File: config.mk
export PLATFORM = sky130hd
export DESIGN_NAME = detect_event_counter
export DESIGN_NICKNAME = d
export VERILOG_FILES = /design/src/rtl/detect_pkg.sv /design/src/rtl/seg7_decode.sv /design/src/rtl/detect_event_counter.sv
export SDC_FILE = /design/constraint.sdc
export NUM_CORES = 1
export LEC_CHECK = 0
export BUFFER_PORTS_ARGS = -buffer_cell sky130_fd_sc_hd__buf_2
export CAP_MARGIN = 0
export CORE_MARGIN = 2
export CORE_UTILIZATION = 55
export CTS_BUF_LIST = sky130_fd_sc_hd__clkbuf_16
export DETAILED_ROUTE_END_ITERATION = 10
export PLACE_DENSITY_LB_ADDON = 0.25
export REMOVE_ABC_BUFFERS = 1
export SETUP_SLACK_MARGIN = 0.05
export SYNTH_ARGS = -nofsm -noshare
export SYNTH_HDL_FRONTEND = slang
export SYNTH_SLANG_ARGS = --single-unit
File: constraint.sdc
create_clock -name clk_2 -period 6.3 [get_ports clk_2]
set_input_delay 1.26 -clock clk_2 [delete_from_list [all_inputs] [get_ports clk_2]]
set_output_delay 1.26 -clock clk_2 [all_outputs]
set_load 0.01 [all_outputs]
File: src/rtl/detect_pkg.sv
// Shared types and the 7-segment lookup for the detector event counter.
package detect_pkg;

  typedef enum logic [1:0] {
    WAIT_LOW = 2'd0,
    ARMED    = 2'd1,
    QUAL     = 2'd2,
    HIGH     = 2'd3
  } det_state_t;

  typedef logic [3:0] bcd_digit_t;

  // Segment patterns, bit 0 = a .. bit 6 = g, active-high.
  localparam logic [6:0] SEG_LUT [0:9] = '{
    7'h3F, 7'h06, 7'h5B, 7'h4F, 7'h66,
    7'h6D, 7'h7D, 7'h07, 7'h7F, 7'h6F
  };

endpackage

File: src/rtl/seg7_decode.sv
// BCD digit to 7-segment pattern; non-decimal codes blank the display.
module seg7_decode
  import detect_pkg::*;
(
  input  bcd_digit_t  i_digit,
  output logic [6:0]  o_seg
);

  always_comb begin
    // NOTE: every combinational output gets a default first so no path infers a latch.
    o_seg = 7'h00;
    if (i_digit <= 4'd9) begin
      o_seg = SEG_LUT[i_digit];
    end
  end

endmodule

File: src/rtl/detect_event_counter.sv
// Qualified rising-event counter (2-digit BCD) with 7-segment output.
// Define DETECT_SAT_EN to saturate at 99 instead of wrapping to 00.
module detect_event_counter
  import detect_pkg::*;
#(
  parameter int unsigned MIN_HIGH = 1
)(
  input  logic       clk_2,
  input  logic       reset,
  input  logic       det_in,
  input  logic       clear,
  input  logic       hold,
  input  logic       digit_sel,
  output logic [7:0] count_bcd,
  output logic       event_pulse,
  output logic       overflow,
  output logic [7:0] seg
);

  localparam logic [3:0] MIN_HIGH_Q = 4'(MIN_HIGH);

  det_state_t  r_state, w_next_state;
  logic [3:0]  r_qcnt, w_next_qcnt;
  logic        w_inc;

  bcd_digit_t  r_tens, r_units;
  bcd_digit_t  w_tens_next, w_units_next;
  logic        w_wrap;
  logic        r_pulse, r_ovf;

  bcd_digit_t  w_sel_digit;
  logic [6:0]  w_seg7;

  always_comb begin
    w_next_state = r_state;
    w_next_qcnt  = r_qcnt;
    w_inc        = 1'b0;
    unique case (r_state)
      WAIT_LOW: begin
        if (!det_in) w_next_state = ARMED;
      end
      ARMED: begin
        if (det_in) begin
          if (MIN_HIGH == 1) begin
            w_next_state = HIGH;
            w_inc        = 1'b1;
          end else begin
            w_next_state = QUAL;
            w_next_qcnt  = 4'd1;
          end
        end
      end
      QUAL: begin
        if (!det_in) begin
          w_next_state = ARMED;
          w_next_qcnt  = 4'd0;
        end else if (r_qcnt + 4'd1 == MIN_HIGH_Q) begin
          w_next_state = HIGH;
          w_next_qcnt  = 4'd0;
          w_inc        = 1'b1;
        end else begin
          w_next_qcnt  = r_qcnt + 4'd1;
        end
      end
      HIGH: begin
        if (!det_in) w_next_state = ARMED;
      end
      default: w_next_state = WAIT_LOW;
    endcase
  end

  always_ff @(posedge clk_2 or negedge reset) begin
    if (!reset) begin
      // NOTE: sequential state uses non-blocking assignments so every register samples pre-edge values.
      r_state <= WAIT_LOW;
      r_qcnt  <= 4'd0;
    end else begin
      r_state <= w_next_state;
      r_qcnt  <= w_next_qcnt;
    end
  end

  always_comb begin
    w_wrap       = (r_tens == 4'd9) && (r_units == 4'd9);
    w_units_next = r_units + 4'd1;
    w_tens_next  = r_tens;
    if (r_units == 4'd9) begin
      w_units_next = 4'd0;
      w_tens_next  = (r_tens == 4'd9) ? 4'd0 : r_tens + 4'd1;
    end
  end

  // clear beats hold beats inc; the FSM above runs regardless.
  always_ff @(posedge clk_2 or negedge reset) begin
    if (!reset) begin
      r_tens  <= 4'd0;
      r_units <= 4'd0;
      r_pulse <= 1'b0;
      r_ovf   <= 1'b0;
    end else if (clear) begin
      r_tens  <= 4'd0;
      r_units <= 4'd0;
      r_pulse <= 1'b0;
      r_ovf   <= 1'b0;
    end else if (hold || !w_inc) begin
      r_pulse <= 1'b0;
    end else begin
`ifdef DETECT_SAT_EN
      if (w_wrap) begin
        r_ovf   <= 1'b1;
        r_pulse <= 1'b0;
      end else begin
        r_tens  <= w_tens_next;
        r_units <= w_units_next;
        r_pulse <= 1'b1;
      end
`else
      r_tens  <= w_tens_next;
      r_units <= w_units_next;
      r_pulse <= 1'b1;
      if (w_wrap) r_ovf <= 1'b1;
`endif
    end
  end

  assign w_sel_digit = digit_sel ? r_tens : r_units;

  seg7_decode u_seg7_decode (
    .i_digit (w_sel_digit),
    .o_seg   (w_seg7)
  );

  assign count_bcd   = {r_tens, r_units};
  assign event_pulse = r_pulse;
  assign overflow    = r_ovf;
  assign seg         = {r_ovf, w_seg7};

endmodule

# Word-level counts from Yosys, hierarchy flattened
# Memories as Yosys holds them, arrays and structs flattened.
# Cells that the tools add are included.
[classes]
add_sub_neg = 3
n_lt_le_gt_ge = 2
n_eq_ne = 10
muxes = 27
bitwise = 1
n_reduce_logical = 10
[ops]
columns = ["operator", "n"]
rows = [
  ["4-bit 2-to-1 mux", 10],
  ["7-bit 2-to-1 mux", 3],
  ["4-bit by 1-bit adder with 4-bit output (second input constant)", 3],
  ["4-bit == test (second input constant)", 2],
  ["1-bit 2-to-1 mux", 8],
  ["2-bit 2-to-1 mux", 4],
  ["2-bit != test (second input constant)", 3],
  ["2-bit case mux with 3 select lines", 1],
  ["5-bit greater-or-equal comparator (second input constant)", 1],
  ["4-bit NOT with 5-bit output", 1],
  ["2-bit == test (second input constant)", 2],
  ["4-bit by 1-bit == test with 1-bit output (second input constant)", 1],
  ["4-bit <= comparator (second input constant)", 1],
  ["2-bit AND reduction", 2],
  ["2-bit nonzero test", 2],
  ["3-bit != test (second input constant)", 1],
  ["3-bit AND reduction", 1],
  ["2-bit by 1-bit == test with 1-bit output (second input constant)", 1],
  ["2-bit logical NOT", 1],
  ["1-bit case mux with 2 select lines", 1],
  ["2-bit OR reduction", 1],
  ["1-bit logical AND", 1],
  ["1-bit logical NOT", 1],
  ["1-bit logical OR", 1],
]
[totals]
ff_bits = 16
mem_bits_ro = 112
input_bits = 6
output_inout_bits = 18
elab_cells = 60
mem_count = 1
[mem_list]
columns = ["name", "words", "width", "rd", "rd_clocked_by_memory_dff", "wr", "line_no", "rtl"]
rows = [
  ["(name not given)", 16, 7, 1, 0, 0, "seg7_decode.sv:13", "o_seg = SEG_LUT[i_digit];"],
]

# Logic depth before layout (Yosys ltp)
# Gate-level depths: netlist of the first run.
[logic_depth]
ltp_word = 9
ltp_mapped = 8
depth_no_buf = 7

# By module
# A second synthesis of the first run with hierarchy kept.
[hier_totals]
cells_unflattened = 143
hier_area_um2 = 1327.5
[modules_own_cells]
columns = ["module", "instances", "cells_each", "area_per_inst_um2", "seq_area_each_um2"]
rows = [
  ["detect_event_counter", 1, 114, 1094.8, 400.4],
  ["seg7_decode", 1, 29, 232.7, 0.0],
]

# Worst setup path after synthesis of the first run
# No wires, ideal clock.
[synth_path]
kind = "input -> output"
startpoint = "input port digit_sel"
endpoint = "output port seg[4]"
arrival_time_ps = 2607
required_time_ps = 5040
slack_ps = 2433
stages = 5
path_buffers = 1
path_cell_list = "buf_2 mux2i_1 ha_1 nor2_1 o41ai_1"
[synth_between]
elab_chain_cells = 6
word_cells_on_any_way = 7
classes_between = "order compare (1); mux (4); bitwise (1); memory (1)"
[synth_rtl]
columns = ["element", "line_no", "rtl"]
rows = [
  ["from (decl)", "detect_event_counter.sv:13", "input logic digit_sel,"],
  ["4-bit 2-to-1 mux (*)", "detect_event_counter.sv:126", "assign w_sel_digit = digit_sel ? r_tens : r_units;"],
  ["4-bit NOT with 5-bit output (implied by the code)", "seg7_decode.sv:13", ""],
  ["memory read 16 x 7 bit", "n/a", ""],
  ["7-bit 2-to-1 mux (implied by the code) (2 in a row)", "seg7_decode.sv:13", ""],
  ["7-bit 2-to-1 mux (*)", "seg7_decode.sv:12", "if (i_digit <= 4'd9) begin"],
  ["to (decl)", "detect_event_counter.sv:17", "output logic [7:0] seg"],
]
# Every way passes the cells marked *; elsewhere a longest branch is shown, timed or not. The select of a mux whose other input is x is not followed.

# Worst setup path in the final report of the first run
[layout_path]
startpoint = "input port digit_sel"
endpoint = "output port seg[2]"
# Same word-level chain as after synthesis.

==> impl_results.md, run 1 <==
- Status: finished clean
- Fillers: 195
- Htree depth: 1
- RSZ-0062 raised after global routing: no
- Synth cell types: 45
- Vias post-DR: 1171
- Post-layout net count: 184
- Detailed Routing Iterations Pass 1: 4
- Initial Util: 59.3%
- ANT nets after route: 0
- Main area contributors after synthesis: dfrtp_1, ha_1, nor2_1
- CTS Root Buffer Type: clkbuf_16
- DIE AREA: 0.00284 mm²
- FF+latch area: 400 µm²
- Startpoint types: input pin
- Cell family with most CP delay: simple AND/OR/NAND/NOR gates
- Worst Path Buf+Inv: 3
- Gr ovfl total: 0
- RePlAce Congestion: 0.813
- Share of the synthesized area in the top cell type: 29.9%
- CP Capture Type: primary output
- CP dominant cell by count: buf_2
- CTS tree: done
- I/O pins: 24
- Clock latency on the worst-skew pair: 250 ps
- Largest net degree at the start of global routing: 20
- Synthesis Warnings: 0
- Mean area per synthesized cell: 9.22 µm²
- Post-Synth XOR/XNOR Area: 0%
- Routed len/inst: 15.5 µm
- First-pass GRT wire length: 4950 µm
- WP data arrival: 2860 ps
- Synth top cells by count: dfrtp_1, nor2_1, ha_1, inv_1, nor3_1
- Clk_skew: 3.13 ps
- Clock tree sinks: 16
- Fin crit period: 4120 ps
- Seq/Total Area, Yosys: 29.9%
- Final wirelength: 2990 µm
- Switching Share: 26.7%
- Period utilization: 65.3%
- Most common cell in the netlist: dfrtp_1
- Bufs on Longest Clock Path: 2
- # hold bufs at CTS: 0
- Setup TNS: 0 ps
- Hpwl dp: 2170 µm
- Critical path class: input pin to primary output
- Initial antenna violation count: 0
- N_diodes: 0
- Setup violations, final: 0
- Postcts setup bufs: 0
- Largest family of logic cells by synthesized area: compound AO/OA/AOI/OAI gates
- # DRC: 0
- Critical path required time: 5040 ps
- DRT iter0 DRCs: 15
- Sequential power share: 38.3%
- VDD IR-drop max: 0.153 mV
- Synthesized netlist cell count: 145
- Asr flop ratio synth: 100%
- Synth Register Bits: 16
- Net switching power: 77.1 µW
- Die W: 53.3 µm
- Fin. Hold Viols: 0
- Maxcap violations: 0
- Gr usage total: 23.9%
- Util after Layout: 67.5%
- Max stage delay on crit path: 390 ps
- Simple-Gate Fraction of Synth Area: 18.7%
- Post-synthesis compound-gate area fraction: 24.1%
- Clock power share: 43.2%
- Max Slew Vio Count: 0
- Worst hold-check slack: 515 ps
- CTS buffer count: 3
- Cts repair resizes: 0
- Share of layout cells above drive strength 1: 26.1%
- Slowest library cell on the worst path: mux2i_1
- PortBufs: 23
- Max-Slew Margin vs Limit: 74.0%
- Adder-cell area share of the yosys netlist: 11.2%
- Multi-input gate area: 848 µm²
- Cell Chain, Critical Path: buf_2 -> mux2i_1 -> inv_1 -> ha_1 -> nor2_1 -> nor3_1 -> or2_2 -> buf_2
- Cell-internal power: 212 µW
- Main synth FF type: dfrtp_1
- Number of flops mapped to enable cells by yosys: 0
- Synth Cell Area: 0.00134 mm²
- Worst Path Max Fanout: 6
- Achievable Freq: 243 MHz
- Number of global-route vias before repair: 1146
- Die Y: 53.3 µm
- Cell Pwr Density: 190 mW/mm²
- Cell Rows: 17
- Clock slew at reported path FFs: 50 ps
- Multiplexer share of the synthesized area: 9.35%
- Leak pwr: 0.000719 µW
- Combinational share of power: 18.5%
- Most area-hungry cell type in the Yosys netlist: dfrtp_1
- Drt via density: 6.07
- P&R area growth vs syn: 13.8%
- Worst Max-Slew Pin Slew: 380 ps
- Core region area: 0.00225 mm²
- HP Class: register to register
==> per-layer routing <==
metal | GRT usage [%] | wire, µm | vias up
li1 | - | - | 576
met1 | 26.3 | 1300 | 567
met2 | 43.6 | 1500 | 21
met3 | 4.80 | 116 | 7
met4 | 10.3 | 62 | 0
met5 | 0 | 0 | -
==> power groups by stage <==
| stage | registers, µW | logic (µW) | clock network [µW] |
|---|---|---|---|
| after CTS | 111 | 53.8 | 128 |
| after detailed placement | 112 | 53.3 | 0 |
| after global routing | 111 | 59.5 | 132 |
| after global placement | 112 | 51.7 | 0 |
| final | 111 | 53.4 | 125 |
| after floorplan | 112 | 36.2 | 0 |
==> worst paths after layout <==
kind / startpoint / to / slack (ps) / cells after the start
hold / removal: overflow / overflow / 520 / 2
max in group asynchronous: reset / r_units[2] / 5100 / 1
setup / recovery: digit_sel / seg[2] / 2180 / 8
hold reg to reg: overflow / overflow / 520 / 2
setup reg to reg: r_state[0] / r_tens[1] / 4390 / 6
min in group asynchronous: reset / r_qcnt[1] / 930 / 1
==> stage by stage <==
stage               area, µm²  std cells  total power (µW)  setup WS [ps]
floorplan                1290        138               148           2630
global placement         1440        189               164           2320
detailed placement       1440        189               166           2190
CTS                      1520        193               292           2190
global route             1520        193               303           2090
finish                   1520        193               289           2180
==> kinds of logic after synthesis <==
| group | Yosys count |
|---|---|
| muxes | 11 |
| adders and majority gates | 12 |
| AOI/OAI and AO/OA | 38 |
| DFF | 16 |
| and+or+nand+nor | 49 |
| buffers and inverters | 19 |
==> state kept, by name, indices dropped and copies added, names as in the netlist <==
name	cells
event_pulse	1
r_qcnt	4
r_tens	4
r_state	2
overflow	1
r_units	4
==> cell type report <==
| class | instances | share of cell area (%) |
|---|---|---|
| clock inverters | 1 | 0.247 |
| flip-flops and latches | 16 | 26.3 |
| well taps | 28 | 2.30 |
| repair buffers | 23 | 7.56 |
| clock buffers | 3 | 4.93 |
| inverters | 12 | 2.96 |
| multi-input cells | 110 | 55.7 |
==> worst register-to-register path, stage by stage (launching register included) <==
cell and delay [ps]:
dfrtp_1 340, inv_1 60, ha_1 310, and3_4 260
a22oi_1 320, a21o_4 210, mux2_4 290
==> cell usage in the layout (no fill, tap or decap), drive strengths merged, types with 3 or more instances in the layout <==
cell    instances
buf            23
dfrtp          16
nor2           14
inv            12
ha             12
nor3            7
nand2           6
nand3           6
a21oi           6
mux2            6
mux2i           5
o22ai           4
o32ai           4
o21ai           4
or2             3
o211ai          3
nand2b          3
nor2b           3
clkbuf          3
No activity file was read; power rests on OpenSTA's default activity.
==> run 2, diff against run 1 <==
--- a/config.mk
+++ b/config.mk
@@ -7,8 +7,9 @@
 export LEC_CHECK = 0
 export BUFFER_PORTS_ARGS = -buffer_cell sky130_fd_sc_hd__buf_2
 export CAP_MARGIN = 0
+export CORE_ASPECT_RATIO = 0.5
 export CORE_MARGIN = 2
-export CORE_UTILIZATION = 55
+export CORE_UTILIZATION = 50
 export CTS_BUF_LIST = sky130_fd_sc_hd__clkbuf_16
 export DETAILED_ROUTE_END_ITERATION = 10
 export PLACE_DENSITY_LB_ADDON = 0.25
==> constraint.sdc (replaced) <==
create_clock -name clk_2 -period 3.5 [get_ports clk_2]
set_input_delay 0.7 -clock clk_2 [delete_from_list [all_inputs] [get_ports clk_2]]
set_output_delay 0.7 -clock clk_2 [all_outputs]
set_load 0.01 [all_outputs]
==> run 2 against run 1 <==
Via count fell by 1.7%. Hold slack got worse by 140 ps. Critical path depth did not move. Critical endpoint unchanged. Setup slack got worse by 1700 ps. Highest routed layer unchanged. Global-route usage shrank 5.2 points. Design area grew 0.49%. Largest power group unchanged. Sequential share of layout area fell by 0.13 points. Die area up 10%. Flip-flop and latch count unchanged. Clock power grew 77%.
==> impl_results.md, run 2 (same netlist as run 1, synthesis figures left out) <==
- Wire length on met1: 1410 µm (+7.9%)
- Max stage delay on crit path: 390 ps (about the same)
- Max-Slew Margin vs Limit: 72.3% (-1.6 points)
- Fin crit period: 3000 ps
- Post-layout power: 516 µW (+78%)
- Largest net degree at the start of global routing: 20 (unchanged)
- Core region area: 0.00257 mm² (+14%)
- Routed len/inst: 14.0 µm (-9.7%)
- VDD IR-drop max: 0.273 mV (+78%)
- Detailed Routing Iterations Pass 1: 4 (unchanged)
- Fin. Hold Viols: 0 (unchanged)
- Max Used Layer: met4
- Number of global-route vias before repair: 938 (-18%)
- FF+latch area: 400 µm² (unchanged)
- Worst Max-Slew Pin Slew: 403 ps (+23.4 ps)
- Met2 wire length: 1280 µm (-15%)
- Critical path required time: 2800 ps (-2240 ps)
- Cell Pwr Density: 337 mW/mm² (+78%)
- DRT iter0 DRCs: 62 (+47)
- Worst Path Buf+Inv: 3 (unchanged)
- R2r setup slk: 1550 ps (-2840 ps)
- Gr usage total: 18.7% (-5.2 points)
- Metal3 WL: 109 µm (-6.0%)
- Setup ws final: 498 ps (-1690 ps)
- CP Capture Type: primary output
- Gr ovfl total: 0 (unchanged)
- Setup TNS: 0 ps (unchanged)
- Final wirelength: 2810 µm (-6.0%)
- P&R area growth vs syn: 14.4%
- I/O pins: 24 (unchanged)
- Initial Util: 52.0% (-7.3 points)
- First-pass GRT wire length: 4410 µm (-11%)
- Drt via density: 5.73 (-5.6%)
- Die Y: 40.6 µm (-24%)
- CTS tree: done
- Achievable Freq: 333 MHz
- Critical Path Source: digit_sel
- CP dominant cell by count: buf_2
- Cts repair resizes: 0 (unchanged)
- Share of layout cells above drive strength 1: 26.2% (+0.16 points)
- WP data arrival: 2300 ps (-560 ps)
- Critical path class: input pin to primary output
- Clock latency on the worst-skew pair: 240 ps (about the same)
- N_diodes: 0 (unchanged)
- CTS Root Buffer Type: clkbuf_16
- Startpoint types: input pin
- RePlAce Congestion: 0.801 (-1.5%)
- Multi-input gate area: 848 µm² (unchanged)
- Worst hold-check slack: 371 ps (-144 ps)
- Postcts setup bufs: 0 (unchanged)
- Clock tree sinks: 16 (unchanged)
- Cell family with most CP delay: simple AND/OR/NAND/NOR gates
- DIE AREA: 0.00313 mm² (+10%)
- # DRC: 0 (unchanged)
- HP Class: input pin to asynchronous set/reset pin
- Maxcap violations: 0 (unchanged)
- Clk_skew: 2.82 ps (-0.309 ps)
- Htree depth: 1 (unchanged)
- Cell Chain, Critical Path: buf_2 -> mux2i_1 -> inv_1 -> ha_1 -> nor2_1 -> nor3_1 -> or2_2 -> buf_2
- Clock slew at reported path FFs: 50 ps (about the same)
- Post-layout net count: 184 (unchanged)
- Bufs on Longest Clock Path: 2 (unchanged)
- Levels on crit path: 8 (unchanged)
- Setup violations, final: 0 (unchanged)
- Crit path capture: seg[2]
- R2r endpoint: r_tens[1]
- RSZ-0062 raised after global routing: no
- Initial antenna violation count: 0 (unchanged)
- Reg-to-Reg Start: r_state[0]
- CTS buffer count: 3 (unchanged)
- Period utilization: 85.8%
- ANT nets after route: 0 (unchanged)
- Largest registers: r_qcnt (4), r_tens (4), r_units (4)
- Worst Path Max Fanout: 6 (unchanged)
- Inst Count DP: 198 (+4.8%)
- Slowest library cell on the worst path: mux2i_1
- Max Slew Vio Count: 0 (unchanged)
- Fillers: 239 (+23%)
- Leak pwr: 0.000717 µW (-0.22%)
- Fin cells: 201 (+4.1%)
- Die W: 77.1 µm (+45%)
- Status: finished clean
- # hold bufs at CTS: 0 (unchanged)
- Most common cell after layout, fill and taps aside: buf_2
- Cell Rows: 13 (-4)
- Register-to-Register Path Depth: 6 (unchanged)
- PortBufs: 23 (unchanged)
- Highest-count cells in the layout ignoring fill and taps: buf_2, dfrtp_1, nor2_1
- Setup WS pre-CTS: 516 ps (-1670 ps)
- Hpwl dp: 2020 µm (-6.9%)
- Vias post-DR: 1151 (-1.7%)
## run 2: changes by cell type in the layout (fill, tap and decap cells not counted)
cell	delta
clkinv_1	-1
## run 2: layout make-up
type / count / share of cell area (%)
multi-input cells: 110 / 55.4
flip-flops and latches: 16 / 26.2
repair buffers: 23 / 7.52
clock buffers: 3 / 4.91
well taps: 37 / 3.03
inverters: 12 / 2.94
## run 2: worst min path at each step
| stage | start | to |
|---|---|---|
| finish | reset | r_units[1] |
| global route | reset | r_units[1] |
| CTS | reset | r_qcnt[1] |
| detailed placement | overflow | overflow |
| global placement | overflow | overflow |
| floorplan | reset | event_pulse |
## run 2: through the flow
stage	util, %	cell area [µm²]
CTS	59.5	1530
detailed placement	56.6	1460
floorplan	-	1290
global placement	56.6	1460
finish	59.5	1530
global route	59.5	1530
## run 2: power breakdown
part	leakage, µW	internal (µW)	switching, µW
logic	0.000476	37.3	58.8
clock network	0.0000370	150	70.5
registers	0.000205	193	6.51
total	0.000717	380	136
## run 2: worst reg2reg max path: stages (launching register included)
cell and delay [ps]:
dfrtp_1 340, inv_1 60, ha_1 310, and3_4 250, a22oi_1 360, a21o_4 220
mux2_4 300
## run 2: metal layers
metal	GRT usage [%]	vias to the layer above
met2	33.5	20
li1	-	581
met5	0	-
met1	23.3	548
met4	4.02	0
met3	5.41	2
==> run 3, diff against run 2 <==
--- a/config.mk
+++ b/config.mk
@@ -5,12 +5,13 @@
 export SDC_FILE = /design/constraint.sdc
 export NUM_CORES = 1
 export LEC_CHECK = 0
+export ABC_AREA = 1
 export BUFFER_PORTS_ARGS = -buffer_cell sky130_fd_sc_hd__buf_2
 export CAP_MARGIN = 0
-export CORE_ASPECT_RATIO = 0.5
 export CORE_MARGIN = 2
-export CORE_UTILIZATION = 50
+export CORE_UTILIZATION = 49
 export CTS_BUF_LIST = sky130_fd_sc_hd__clkbuf_16
+export CTS_CLUSTER_DIAMETER = 200
 export DETAILED_ROUTE_END_ITERATION = 10
 export PLACE_DENSITY_LB_ADDON = 0.25
 export REMOVE_ABC_BUFFERS = 1
==> run 3 against run 2 <==
Non-clock buffer count is the same. Die area shrank 7.6%. Final cell count grew 6.5%. Utilization is essentially flat. Sequential power grew 8%. Combinational power grew 76%. Critical endpoint is now seg[4]. Synthesized area shrank 9.3%. Critical path type unchanged.
==> impl_results.md, run 3 <==
- Status: finished clean
- VDD IR-drop max: 0.293 mV (+7.2%)
- Cell Chain, Critical Path: buf_2 -> o21ai_0 -> inv_1 -> ha_1 -> o21ai_2 -> nand2_2 -> o21ai_1 -> nor2_1 -> buf_2
- R2r endpoint: r_tens[3]
- Max stage delay on crit path: 390 ps (about the same)
- Core region area: 0.00241 mm² (-6.2%)
- Initial antenna violation count: 0 (unchanged)
- Period utilization: 82.8% (-3.0 points)
- Synth cell types: 26 (-42%)
- CP dominant cell by count: buf_2
- Highest-count cells in the layout ignoring fill and taps: nand2_1, buf_2, inv_1
- PortBufs: 23 (unchanged)
- Fillers: 239 (unchanged)
- Htree depth: 1 (unchanged)
- Die W: 53.8 µm (-30%)
- N_diodes: 0 (unchanged)
- Setup violations, final: 0 (unchanged)
- First-pass GRT wire length: 4220 µm (-4.2%)
- Worst Path Buf+Inv: 3 (unchanged)
- Share of layout cells above drive strength 1: 23.9% (-2.3 points)
- Main area contributors after synthesis: dfrtp_1, ha_1, nand2_1
- Gr usage total: 19.7% (+1.1 points)
- Critical path class: input pin to primary output
- Die Y: 53.8 µm (+33%)
- CTS buffer count: 3 (unchanged)
- CP Capture Type: primary output
- Metal3 WL: 135 µm (+24%)
- Number of global-route vias before repair: 1009 (+7.6%)
- Routed len/inst: 11.7 µm (-16%)
- Wire length on met1: 1050 µm (-26%)
- Most common cell in the netlist: nand2_1
- Clock tree sinks: 16 (unchanged)
- Seq/Total Area, Yosys: 33.0% (+3.1 points)
- Fin. Hold Viols: 0 (unchanged)
- Postcts setup bufs: 0 (unchanged)
- Worst Path Max Fanout: 8 (+2)
- Most area-hungry cell type in the Yosys netlist: dfrtp_1
- Register-to-Register Path Depth: 10 (+4)
- # DRC: 0 (unchanged)
- Max Used Layer: met3
- Clock slew at reported path FFs: 50 ps (about the same)
- CTS Root Buffer Type: clkbuf_16
- Number of flops mapped to enable cells by yosys: 0 (unchanged)
- Slowest library cell on the worst path: o21ai_0
- Cell Pwr Density: 422 mW/mm² (+25%)
- CTS tree: done
- Initial Util: 50.4% (-1.7 points)
- Drt via density: 5.21 (-9.0%)
- DIE AREA: 0.00289 mm² (-7.6%)
- P&R area growth vs syn: 18.1%
- DRT iter0 DRCs: 29 (-53%)
- Cts repair resizes: 0 (unchanged)
- Achievable Freq: 345 MHz (+3.6%)
- Max Slew Vio Count: 0 (unchanged)
- Most common cell after layout, fill and taps aside: nand2_1
- Asr flop ratio synth: 100% (unchanged)
- Detailed Routing Iterations Pass 1: 4 (unchanged)
- Synth top cells by count: nand2_1, inv_1, dfrtp_1
- HP Class: input pin to asynchronous set/reset pin
- # hold bufs at CTS: 0 (unchanged)
- Mean area per synthesized cell: 7.63 µm² (-17%)
- Critical path required time: 2800 ps (about the same)
- Met2 wire length: 1320 µm (+3.6%)
- Hpwl dp: 1910 µm (-5.3%)
- Main synth FF type: dfrtp_1
- Cell family with most CP delay: compound AO/OA/AOI/OAI gates
- RSZ-0062 raised after global routing: no
- Gr ovfl total: 0 (unchanged)
- Synth Register Bits: 16 (unchanged)
- R2r setup slk: 1960 ps (+410 ps)
- Clk_skew: 1.94 ps (-0.883 ps)
- Reg-to-Reg Start: r_state[0]
- Largest net degree at the start of global routing: 17 (-15%)
- Fin cells: 214 (+6.5%)
- Clock latency on the worst-skew pair: 240 ps (about the same)
- Bufs on Longest Clock Path: 2 (unchanged)
- Max-Slew Margin vs Limit: 68.5% (-3.8 points)
- Worst Max-Slew Pin Slew: 467 ps (+63.9 ps)
- RePlAce Congestion: 0.774 (-3.3%)
- Fin crit period: 2900 ps (-103 ps)
- ANT nets after route: 0 (unchanged)
- Final wirelength: 2500 µm (-11%)
- Synthesized netlist cell count: 159 (+9.7%)
- Share of the synthesized area in the top cell type: 33.0% (+3.1 points)
- WP data arrival: 2200 ps (-100 ps)
- Cell Rows: 18 (+5)
- Leak pwr: 0.000796 µW (+11%)
- Inst Count DP: 210 (+6.1%)
- Largest registers: r_qcnt (4), r_tens (4), r_units (4)
- Setup TNS: 0 ps (unchanged)
- Post-layout net count: 203 (+10%)
- Post-layout power: 605 µW (+17%)
- Synthesis Warnings: 0 (unchanged)
- Synth Cell Area: 0.00121 mm² (-9.3%)
- I/O pins: 24 (unchanged)
- Vias post-DR: 1115 (-3.1%)
- Startpoint types: input pin
- Maxcap violations: 0 (unchanged)
## run 3: cell types whose count changed in the layout (fill, tap and decap cells not counted), moves of 5 or more
cell	delta
a21oi_1	-5
inv_1	+9
nand2_1	+29
nand3_1	+9
nor3_1	-5
o21ai_1	+9
## run 3: worst max path at each step
stage                     startpoint     end  slack (ps)  cells past startpoint
final                      digit_sel  seg[4]         600                      9
after detailed placement   digit_sel  seg[4]         590                      9
after CTS                  digit_sel  seg[4]         600                      9
after global routing       digit_sel  seg[4]         490                      9
after floorplan            digit_sel  seg[0]        1060                      7
after global placement     digit_sel  seg[4]         730                      9
## run 3: routing by layer
| layer | vias to the layer above | global-route usage (%) |
|---|---|---|
| met5 | - | 0 |
| met4 | 0 | 3.85 |
| met3 | 0 | 2.50 |
| met2 | 47 | 37.4 |
| met1 | 507 | 23.6 |
| li1 | 561 | - |
## run 3: cell families (layout without fill, tap and decap cells)
family          after synthesis  in the layout  share of synthesized area, %
buf+inv                      27             52                          8.66
mux                           1              1                         0.825
compound gates               18             18                          8.35
flops                        16             16                          33.0
xor+xnor                      4              4                          2.89
fa+ha+maj                    12             12                          12.4
simple gates                 81             81                          33.9
## run 3: cell type report
type                            instances  area (µm²)  share of cell area, %
Clock buffer                            3        75.1                   5.24
Clock inverter                          1        3.75                  0.262
Inverter                               25        93.8                   6.54
Multi-Input combinational cell        116         708                   49.4
Sequential cell                        16         400                   27.9
Tap cell                               30        37.5                   2.62
Timing Repair Buffer                   23         115                   8.03
## run 3: power by group
part / leakage [µW] / internal, µW / switching, µW
logic: 0.000565 / 64.6 / 104
clock network: 0.0000385 / 152 / 70.6
registers: 0.000193 / 199 / 15.1
total: 0.000796 / 415 / 190
## run 3: metrics by stage
stage / util, % / setup WS (ps) / hold WS (ps) / cell area (µm²)
floorplan: - / 1060 / 404 / 1200
global placement: 56.2 / 733 / 483 / 1360
detailed placement: 56.2 / 595 / 488 / 1360
CTS: 59.5 / 602 / 374 / 1430
global route: 59.5 / 490 / 391 / 1430
finish: 59.5 / 601 / 363 / 1430
